$ cat src/rtl/vga_frame_monitor.sv
// rtl/vga_frame_monitor.sv - VGA receive-side pixel timing recovery, frame statistics and timing checks
// Optional FRAME_CRC_EN adds frame_crc, a CRC-16-CCITT over the active pixels of each frame.
module vga_frame_monitor #(
   parameter int CLK_DIV  = 4,
   parameter int H_SYNC   = 96,
   parameter int H_BP     = 48,
   parameter int H_ACTIVE = 640,
   parameter int H_FP     = 16,
   parameter int V_SYNC   = 2,
   parameter int V_BP     = 33,
   parameter int V_ACTIVE = 480,
   parameter int V_FP     = 10,
   parameter int SYNC_ACT = 0
) (
   input  logic        clk,
   input  logic        reset,
   input  logic        hsync,
   input  logic        vsync,
   input  logic [2:0]  rgb,
   output logic        pix_valid,
   output logic [9:0]  pix_x,
   output logic [9:0]  pix_y,
   output logic [2:0]  pix_rgb,
   output logic        frame_done,
   output logic [18:0] lit_count,
   output logic        locked,
   output logic        h_err,
`ifdef FRAME_CRC_EN
   output logic        v_err,
   output logic [15:0] frame_crc
`else
   output logic        v_err
`endif
);

   localparam int            PW      = (CLK_DIV > 1) ? $clog2(CLK_DIV) : 1;
   localparam logic [PW-1:0] PH_LAST = PW'(CLK_DIV - 1);
   localparam logic [PW-1:0] PH_SAMP = PW'(CLK_DIV / 2);
   localparam logic [9:0]    H_START = 10'(H_SYNC + H_BP);
   localparam logic [9:0]    H_END   = 10'(H_SYNC + H_BP + H_ACTIVE - 1);
   localparam logic [9:0]    H_LAST  = 10'(H_SYNC + H_BP + H_ACTIVE + H_FP - 1);
   localparam logic [9:0]    V_START = 10'(V_SYNC + V_BP);
   localparam logic [9:0]    V_END   = 10'(V_SYNC + V_BP + V_ACTIVE - 1);
   localparam logic [9:0]    V_LAST  = 10'(V_SYNC + V_BP + V_ACTIVE + V_FP - 1);
   localparam logic [9:0]    CNT_MAX = 10'h3FF;
   localparam logic [18:0]   LIT_MAX = 19'h7FFFF;
   localparam logic          ACT     = (SYNC_ACT != 0);

   typedef enum logic [1:0] {SEARCH = 2'd0, TRACK = 2'd1, LOCKED = 2'd2} state_t;

   state_t        state_q, state_d;
   logic          hs_q, vs_q, hs_prev_q, vs_prev_q;
   logic [2:0]    rgb_q;
   logic [PW-1:0] phase_q, phase_d;
   logic [9:0]    hcnt_q, hcnt_d, vcnt_q, vcnt_d;
   logic          first_q;
   logic [18:0]   acc_q, acc_d, lit_q;
   logic          pix_valid_q, frame_done_q, h_err_q, h_err_d, v_err_q, v_err_d;
   logic [9:0]    pix_x_q, pix_y_q;
   logic [2:0]    pix_rgb_q;
   logic          hs_edge, vs_edge, tracking, ph_wrap, sample_act, frame_end, h_fail, v_fail;

   always_comb begin
      hs_edge    = (hs_q == ACT) && (hs_prev_q != ACT);
      vs_edge    = (vs_q == ACT) && (vs_prev_q != ACT);
      tracking   = (state_q != SEARCH);
      ph_wrap    = (phase_q == PH_LAST);
      sample_act = tracking && (phase_q == PH_SAMP) &&
                   (hcnt_q >= H_START) && (hcnt_q <= H_END) &&
                   (vcnt_q >= V_START) && (vcnt_q <= V_END);
      frame_end  = tracking && vs_edge;
      // The first hsync after leaving SEARCH follows an unknown partial line.
      h_fail     = tracking && ((hs_edge && !first_q && (hcnt_q != H_LAST)) || (hcnt_q == CNT_MAX));
      v_fail     = tracking && ((vs_edge && (vcnt_q != V_LAST)) || (vcnt_q == CNT_MAX));
      // Errors stay visible during the frame_done cycle and clear on the one after.
      h_err_d    = (h_err_q && !frame_done_q) || h_fail;
      v_err_d    = (v_err_q && !frame_done_q) || v_fail;

      state_d = state_q;
      case (state_q)
         SEARCH:        if (vs_edge) state_d = TRACK;
         TRACK, LOCKED: if (vs_edge) state_d = (h_err_d || v_err_d) ? TRACK : LOCKED;
         default:       state_d = SEARCH;
      endcase

      if (hs_edge) begin
         phase_d = '0;
         hcnt_d  = '0;
      end else begin
         phase_d = ph_wrap ? '0 : phase_q + 1'b1;
         hcnt_d  = (ph_wrap && (hcnt_q != CNT_MAX)) ? hcnt_q + 10'd1 : hcnt_q;
      end

      if (vs_edge)
         vcnt_d = '0;
      else if (hs_edge && (vcnt_q != CNT_MAX))
         vcnt_d = vcnt_q + 10'd1;
      else
         vcnt_d = vcnt_q;

      if (!tracking || frame_end)
         acc_d = '0;
      else if (sample_act && (rgb_q != 3'd0) && (acc_q != LIT_MAX))
         acc_d = acc_q + 19'd1;
      else
         acc_d = acc_q;
   end

   always_ff @(posedge clk) begin
      if (reset) begin
         state_q      <= SEARCH;
         hs_q         <= ~ACT;
         vs_q         <= ~ACT;
         hs_prev_q    <= ~ACT;
         vs_prev_q    <= ~ACT;
         rgb_q        <= '0;
         phase_q      <= '0;
         hcnt_q       <= '0;
         vcnt_q       <= '0;
         first_q      <= 1'b1;
         acc_q        <= '0;
         lit_q        <= '0;
         pix_valid_q  <= 1'b0;
         pix_x_q      <= '0;
         pix_y_q      <= '0;
         pix_rgb_q    <= '0;
         frame_done_q <= 1'b0;
         h_err_q      <= 1'b0;
         v_err_q      <= 1'b0;
      end else begin
         state_q      <= state_d;
         hs_q         <= hsync;
         vs_q         <= vsync;
         hs_prev_q    <= hs_q;
         vs_prev_q    <= vs_q;
         rgb_q        <= rgb;
         phase_q      <= phase_d;
         hcnt_q       <= hcnt_d;
         vcnt_q       <= vcnt_d;
         first_q      <= (state_q == SEARCH) ? 1'b1 : (first_q && !hs_edge);
         acc_q        <= acc_d;
         pix_valid_q  <= sample_act;
         frame_done_q <= frame_end;
         h_err_q      <= h_err_d;
         v_err_q      <= v_err_d;
         if (sample_act) begin
            pix_x_q   <= hcnt_q - H_START;
            pix_y_q   <= vcnt_q - V_START;
            pix_rgb_q <= rgb_q;
         end
         if (frame_end)
            lit_q <= acc_q;
      end
   end

`ifdef FRAME_CRC_EN
   logic [15:0] crc_q, frame_crc_q;

   function automatic logic [15:0] crc_step(input logic [15:0] c, input logic [2:0] d);
      logic [15:0] r;
      r = c;
      for (int i = 2; i >= 0; i--)
         r = (r[15] ^ d[i]) ? ({r[14:0], 1'b0} ^ 16'h1021) : {r[14:0], 1'b0};
      return r;
   endfunction

   always_ff @(posedge clk) begin
      if (reset) begin
         crc_q       <= 16'hFFFF;
         frame_crc_q <= 16'h0000;
      end else begin
         if (!tracking || frame_end)
            crc_q <= 16'hFFFF;
         else if (pix_valid_q)
            crc_q <= crc_step(crc_q, pix_rgb_q);
         if (frame_end)
            frame_crc_q <= crc_q;
      end
   end

   assign frame_crc = frame_crc_q;
`endif

   assign pix_valid  = pix_valid_q;
   assign pix_x      = pix_x_q;
   assign pix_y      = pix_y_q;
   assign pix_rgb    = pix_rgb_q;
   assign frame_done = frame_done_q;
   assign lit_count  = lit_q;
   assign locked     = (state_q == LOCKED);
   assign h_err      = h_err_q;
   assign v_err      = v_err_q;

endmodule

$ cat config.mk
export PLATFORM = sky130hd
export DESIGN_NAME = vga_frame_monitor
export DESIGN_NICKNAME = d
export VERILOG_FILES = /design/src/rtl/vga_frame_monitor.sv
export SDC_FILE = /design/constraint.sdc
export NUM_CORES = 1
export LEC_CHECK = 0
export BUFFER_PORTS_ARGS = -buffer_cell sky130_fd_sc_hd__buf_2
export CELL_PAD_IN_SITES_DETAIL_PLACEMENT = 1
export CELL_PAD_IN_SITES_GLOBAL_PLACEMENT = 1
export CORE_MARGIN = 2
export CORE_UTILIZATION = 48
export CTS_BUF_LIST = sky130_fd_sc_hd__clkbuf_8
export DETAILED_ROUTE_END_ITERATION = 12
export GPL_TIMING_DRIVEN = 1
export PLACE_DENSITY = 0.95
export SETUP_SLACK_MARGIN = 0.05
export SLEW_MARGIN = 40
export SYNTH_ARGS = -nofsm -noshare
export SYNTH_HDL_FRONTEND = slang
export SYNTH_SLANG_ARGS = --single-unit
$ cat constraint.sdc
create_clock -name clk -period 5.2 [get_ports clk]
set_input_delay 0.78 -clock clk [delete_from_list [all_inputs] [get_ports clk]]
set_output_delay 0.78 -clock clk [all_outputs]
set_load 0.02 [all_outputs]
==> results.txt <==
- The first global-routing pass estimated about 20000 µm of wire.
* Count of input and output buffers: between 50 and 60
* Number of cells traversed by the worst hold path: 2
- Gate count of the mapped netlist: between 500 and 600
- Relative to the synthesized area, the layout overhead comes to 11.7%.
- Sum of negative setup slack: 0 ns
- In this run the static leakage power is around 0.0018 µW.
- Dividing the synthesized area by the synthesized cell count gives 8.38 µm².
- IR Drop Worst-Case VDD: around 0.00016 V
- Count of unique library cells instantiated by Yosys: 52
- Post-Route Utilization: 55.2%
* Number of antenna violations at the first check in global routing: 0
- Buffer levels on the longest clock path: 2
- Measured along the y axis, the die boundary spans around 100 µm.
- The critical path starts at vcnt_q[1]$_SDFFE_PP0P_.
- Maximum number of pins on one net before global-route repair: 59
- The critical path is of the reg -> reg type.
* CTS H-Tree Depth: 3
- The root buffer cell chosen for the clock tree is sky130_fd_sc_hd__clkbuf_8.
- STA classifies the critical path endpoint as a flip-flop.
- The clock period could shrink to roughly 3.3 ns.
- Buffers inserted during clock tree synthesis total 9.
* Startpoint of the most critical register-to-register path: vcnt_q[1]$_SDFFE_PP0P_
* Clock-pin slew on the worst setup and hold paths: 0.10 ns
* Filler instances: ~1100
* Count of pins over their slew limit: 0
- TritonCTS built the clock tree.
* Die W: ~99 µm
- Number of enable-type register cells in the synthesized netlist: 0
- Across all layers, the routed design uses about 3900 vias.
- The multi-input combinational cells in the finished layout cover a total of 0.00216 mm².
- Cell Pwr Density: 272 mW/mm²
- The final layout contains routed wiring with a total length of approximately 12000 µm.
- Post-detailed-placement half-perimeter wirelength: ~8000 µm
- In this run the standard cell core region covers a little under 0.009 mm².
- Fmax achieved: between 0.3 and 0.4 GHz
- Via density: 5.83
* Setup repair after global routing missed its margin: no
* Initial Utilization: 49.4%
- Hold crit path type: reg -> reg
* Async SR Flop Fraction: 0%
- The congestion estimate from routability-driven global placement came to roughly 0.84.
- Number of hold-slack violations in the final timing report: 0
* Startpoint kind of the worst setup timing path: flip-flop
* Worst-case reg-to-reg path depth: 8
- Once detail routing completed, the nets flagged for antenna violations numbered 0.
- Measured against its own limit, the worst slew margin works out to roughly 50%.
- Across the run, the number of max-cap violations was 0.
- DR pass1 iterations: 4
- The number of gates resized after CTS was 0.
* Clock latency at the later pin of the worst-skew pair: 0.37 ns
- After synthesis the netlist holds a flip-flop and latch count of 97.
- For this run the aggregate overflow at the end of global routing stands at 0.
* Arrival @ worst endpoint: 3.59 ns
- Overall die area: a little under 0.01 mm²
* Maximum fanout along the worst path: 25
- Summing all flip-flop and latch instances after layout gives 0.00194 mm².
- Share of final-layout standard cells stronger than drive strength 1: around 16%
* Post-synthesis net count: 533
- In the finished design, the share of the clock period the worst path needs comes to between 60% and 70%.
* Post-synthesis sequential area ratio: between 40% and 50%
- Buffers added to address setup during post-CTS repair amount to 0.
- At the pin with the least slew margin, the transition time is 0.717 ns.
- Row Count: 34
- Number of failing setup endpoints in the final timing report: 0
* Detailed router's first-iteration violation count: ~120
- With fillers left out, the area of the finished cells amounts to between 0.004 and 0.005 mm².
* IO Count: 54
* Worst R2R Setup Slack: about 1.9 ns
- Cell Area, Synth: about 0.0043 mm²
- In the routed design, unresolved DRC markers number 0.
- The via count of the first global-routing pass came to 4048.
- Placed Instance Area: 0.00460 mm²
- Wire length per cell: roughly 18 µm
- Clock Sink Count: 97
- Number of hold-repair buffers added at the cts stage: 0
* Result of the run: completed
* Count of yosys warnings during synthesis: 0
- Total number of nets in the final design: between 500 and 600
- At the worst endpoint, the required time is roughly 5.5 ns.
* Clock skew after layout: about 0.0087 ns
* Main flop type after synthesis: sky130_fd_sc_hd__dfxtp_1
- Global Route Usage Sum: between 20% and 30%
- The repair_antennas step left the layout with diodes totalling 0.
* Worst Min Path Start: lit_count[5]$_SDFFE_PP0P_
## final cells by class
| class | count | share of cell area [%] |
|---|---|---|
| well taps | 108 | 2.82 |
| inverters | 14 | 1.10 |
| multi-input cells | 371 | 45.0 |
| clock buffers | 9 | 2.58 |
| repair buffers | 59 | 6.48 |
| clock inverters | 7 | 1.46 |
| flip-flops and latches | 97 | 40.5 |
## power breakdown
group	leakage [µW]	switching [µW]	internal, µW
Combinational	0.000912	37.3	15.1
Clock	0.0000994	275	223
Sequential	0.000784	6.04	749
Total	0.00179	318	987
## synthesized netlist by cell type (all sizes together), types with 2 or more instances
| cell | count | area [µm²] |
|---|---|---|
| dfxtp | 97 | 1940 |
| nand2 | 86 | 323 |
| a21oi | 52 | 260 |
| nor2 | 50 | 188 |
| clkbuf | 19 | 71.3 |
| nand3 | 19 | 95.1 |
| ha | 14 | 175 |
| inv | 14 | 52.6 |
| xnor2 | 13 | 114 |
| xor2 | 13 | 114 |
| nor3 | 12 | 76.3 |
| buf | 11 | 73.8 |
| nand4 | 11 | 68.8 |
| o21ai | 11 | 55.1 |
| or3 | 11 | 68.8 |
| or4 | 9 | 67.6 |
| a211oi | 7 | 52.6 |
| nand2b | 7 | 43.8 |
| nor2b | 5 | 31.3 |
| o31ai | 5 | 37.5 |
| or2 | 5 | 31.3 |
| and4 | 4 | 35.0 |
| a221oi | 3 | 26.3 |
| and3 | 3 | 18.8 |
| a41oi | 2 | 17.5 |
| and2 | 2 | 12.5 |
| mux2i | 2 | 20.0 |
| nand4b | 2 | 17.5 |
| nor3b | 2 | 15.0 |
| nor4 | 2 | 18.8 |
| nor4b | 2 | 17.5 |
| o211ai | 2 | 15.0 |
| o31a | 2 | 17.5 |
| or3b | 2 | 17.5 |
## cell families after synthesis
family | share of synthesized area [%]
XOR/XNOR | 5.31
adder cells (fa/ha/maj) | 4.08
AND/OR/NAND/NOR | 27.4
multiplexers | 0.467
buffers and inverters | 4.61
AO/OA/AOI/OAI | 12.9
flip-flops | 45.3
## through the flow
| step | power [µW] | setup WS, ns | instances | hold WS, ns |
|---|---|---|---|---|
| 4_1_cts | 1310 | 1.92 | 665 | 0.463 |
| 3_3_place_gp | 818 | 2.16 | 647 | 0.441 |
| 5_1_grt | 1350 | 1.73 | 665 | 0.496 |
| 2_1_floorplan | 806 | 2.82 | 512 | 0.423 |
| 6_report | 1300 | 1.91 | 665 | 0.460 |
| 3_5_place_dp | 823 | 1.97 | 649 | 0.448 |
## per-layer routing
| layer | track usage, % | up-vias | wire length, µm |
|---|---|---|---|
| met1 | 29.2 | 1907 | 4820 |
| met2 | 43.6 | 89 | 6110 |
| met4 | 11.7 | 0 | 333 |
| li1 | - | 1850 | - |
| met5 | 0 | - | 0 |
| met3 | 3.83 | 30 | 421 |
## critical path: stages, from the launching register on
cell and delay [ns]:
sky130_fd_sc_hd__dfxtp_1 0.45, sky130_fd_sc_hd__ha_1 0.32, sky130_fd_sc_hd__o41a_2 0.20, sky130_fd_sc_hd__nor2b_1 0.07
sky130_fd_sc_hd__o22a_1 0.24, sky130_fd_sc_hd__or4_1 0.88, sky130_fd_sc_hd__buf_4 0.37, sky130_fd_sc_hd__or4_1 0.53
sky130_fd_sc_hd__a21oi_1 0.16
## final timing paths
| check | endpoint |
|---|---|
| min | lit_count[5]$_SDFFE_PP0P_ |
| max reg2reg | acc_q[3]$_SDFFE_PP0P_ |
| min reg2reg | lit_count[5]$_SDFFE_PP0P_ |
| max | acc_q[3]$_SDFFE_PP0P_ |
## state kept, by name, indices dropped and copies added, names as in the netlist, 2 cells and up
signal	flops
acc_q	19
lit_count	19
hcnt_q	10
pix_x	10
pix_y	10
vcnt_q	10
pix_rgb	3
rgb_q	3
phase_q	2
state_q	2
## placed cells by master (no fill, tap or decap), types with 2 or more instances in the layout
cell | netlist | routed
sky130_fd_sc_hd__dfxtp_1 | 97 | 97
sky130_fd_sc_hd__nand2_1 | 86 | 86
sky130_fd_sc_hd__buf_2 | 5 | 53
sky130_fd_sc_hd__a21oi_1 | 52 | 52
sky130_fd_sc_hd__nor2_1 | 50 | 50
sky130_fd_sc_hd__nand3_1 | 19 | 19
sky130_fd_sc_hd__inv_1 | 14 | 14
sky130_fd_sc_hd__ha_1 | 14 | 14
sky130_fd_sc_hd__xor2_1 | 13 | 13
sky130_fd_sc_hd__xnor2_1 | 13 | 13
sky130_fd_sc_hd__nand4_1 | 11 | 11
sky130_fd_sc_hd__or3_1 | 11 | 11
sky130_fd_sc_hd__nor3_1 | 10 | 10
sky130_fd_sc_hd__o21ai_0 | 10 | 10
sky130_fd_sc_hd__or4_1 | 9 | 9
sky130_fd_sc_hd__clkbuf_8 | 0 | 9
sky130_fd_sc_hd__nand2b_1 | 7 | 7
sky130_fd_sc_hd__a211oi_1 | 7 | 7
sky130_fd_sc_hd__buf_4 | 1 | 6
sky130_fd_sc_hd__nor2b_1 | 5 | 5
sky130_fd_sc_hd__o31ai_1 | 5 | 5
sky130_fd_sc_hd__or2_2 | 5 | 5
sky130_fd_sc_hd__and4_1 | 4 | 4
sky130_fd_sc_hd__and3_1 | 3 | 3
sky130_fd_sc_hd__a221oi_1 | 3 | 3
sky130_fd_sc_hd__clkinv_2 | 0 | 3
sky130_fd_sc_hd__nor3b_1 | 2 | 2
sky130_fd_sc_hd__mux2i_1 | 2 | 2
sky130_fd_sc_hd__nand4b_1 | 2 | 2
sky130_fd_sc_hd__nor4b_1 | 2 | 2
sky130_fd_sc_hd__and2_1 | 2 | 2
sky130_fd_sc_hd__o211ai_1 | 2 | 2
sky130_fd_sc_hd__or3b_2 | 2 | 2
sky130_fd_sc_hd__o31a_1 | 2 | 2
sky130_fd_sc_hd__a41oi_1 | 2 | 2
Power figures use the tool's default switching activity.
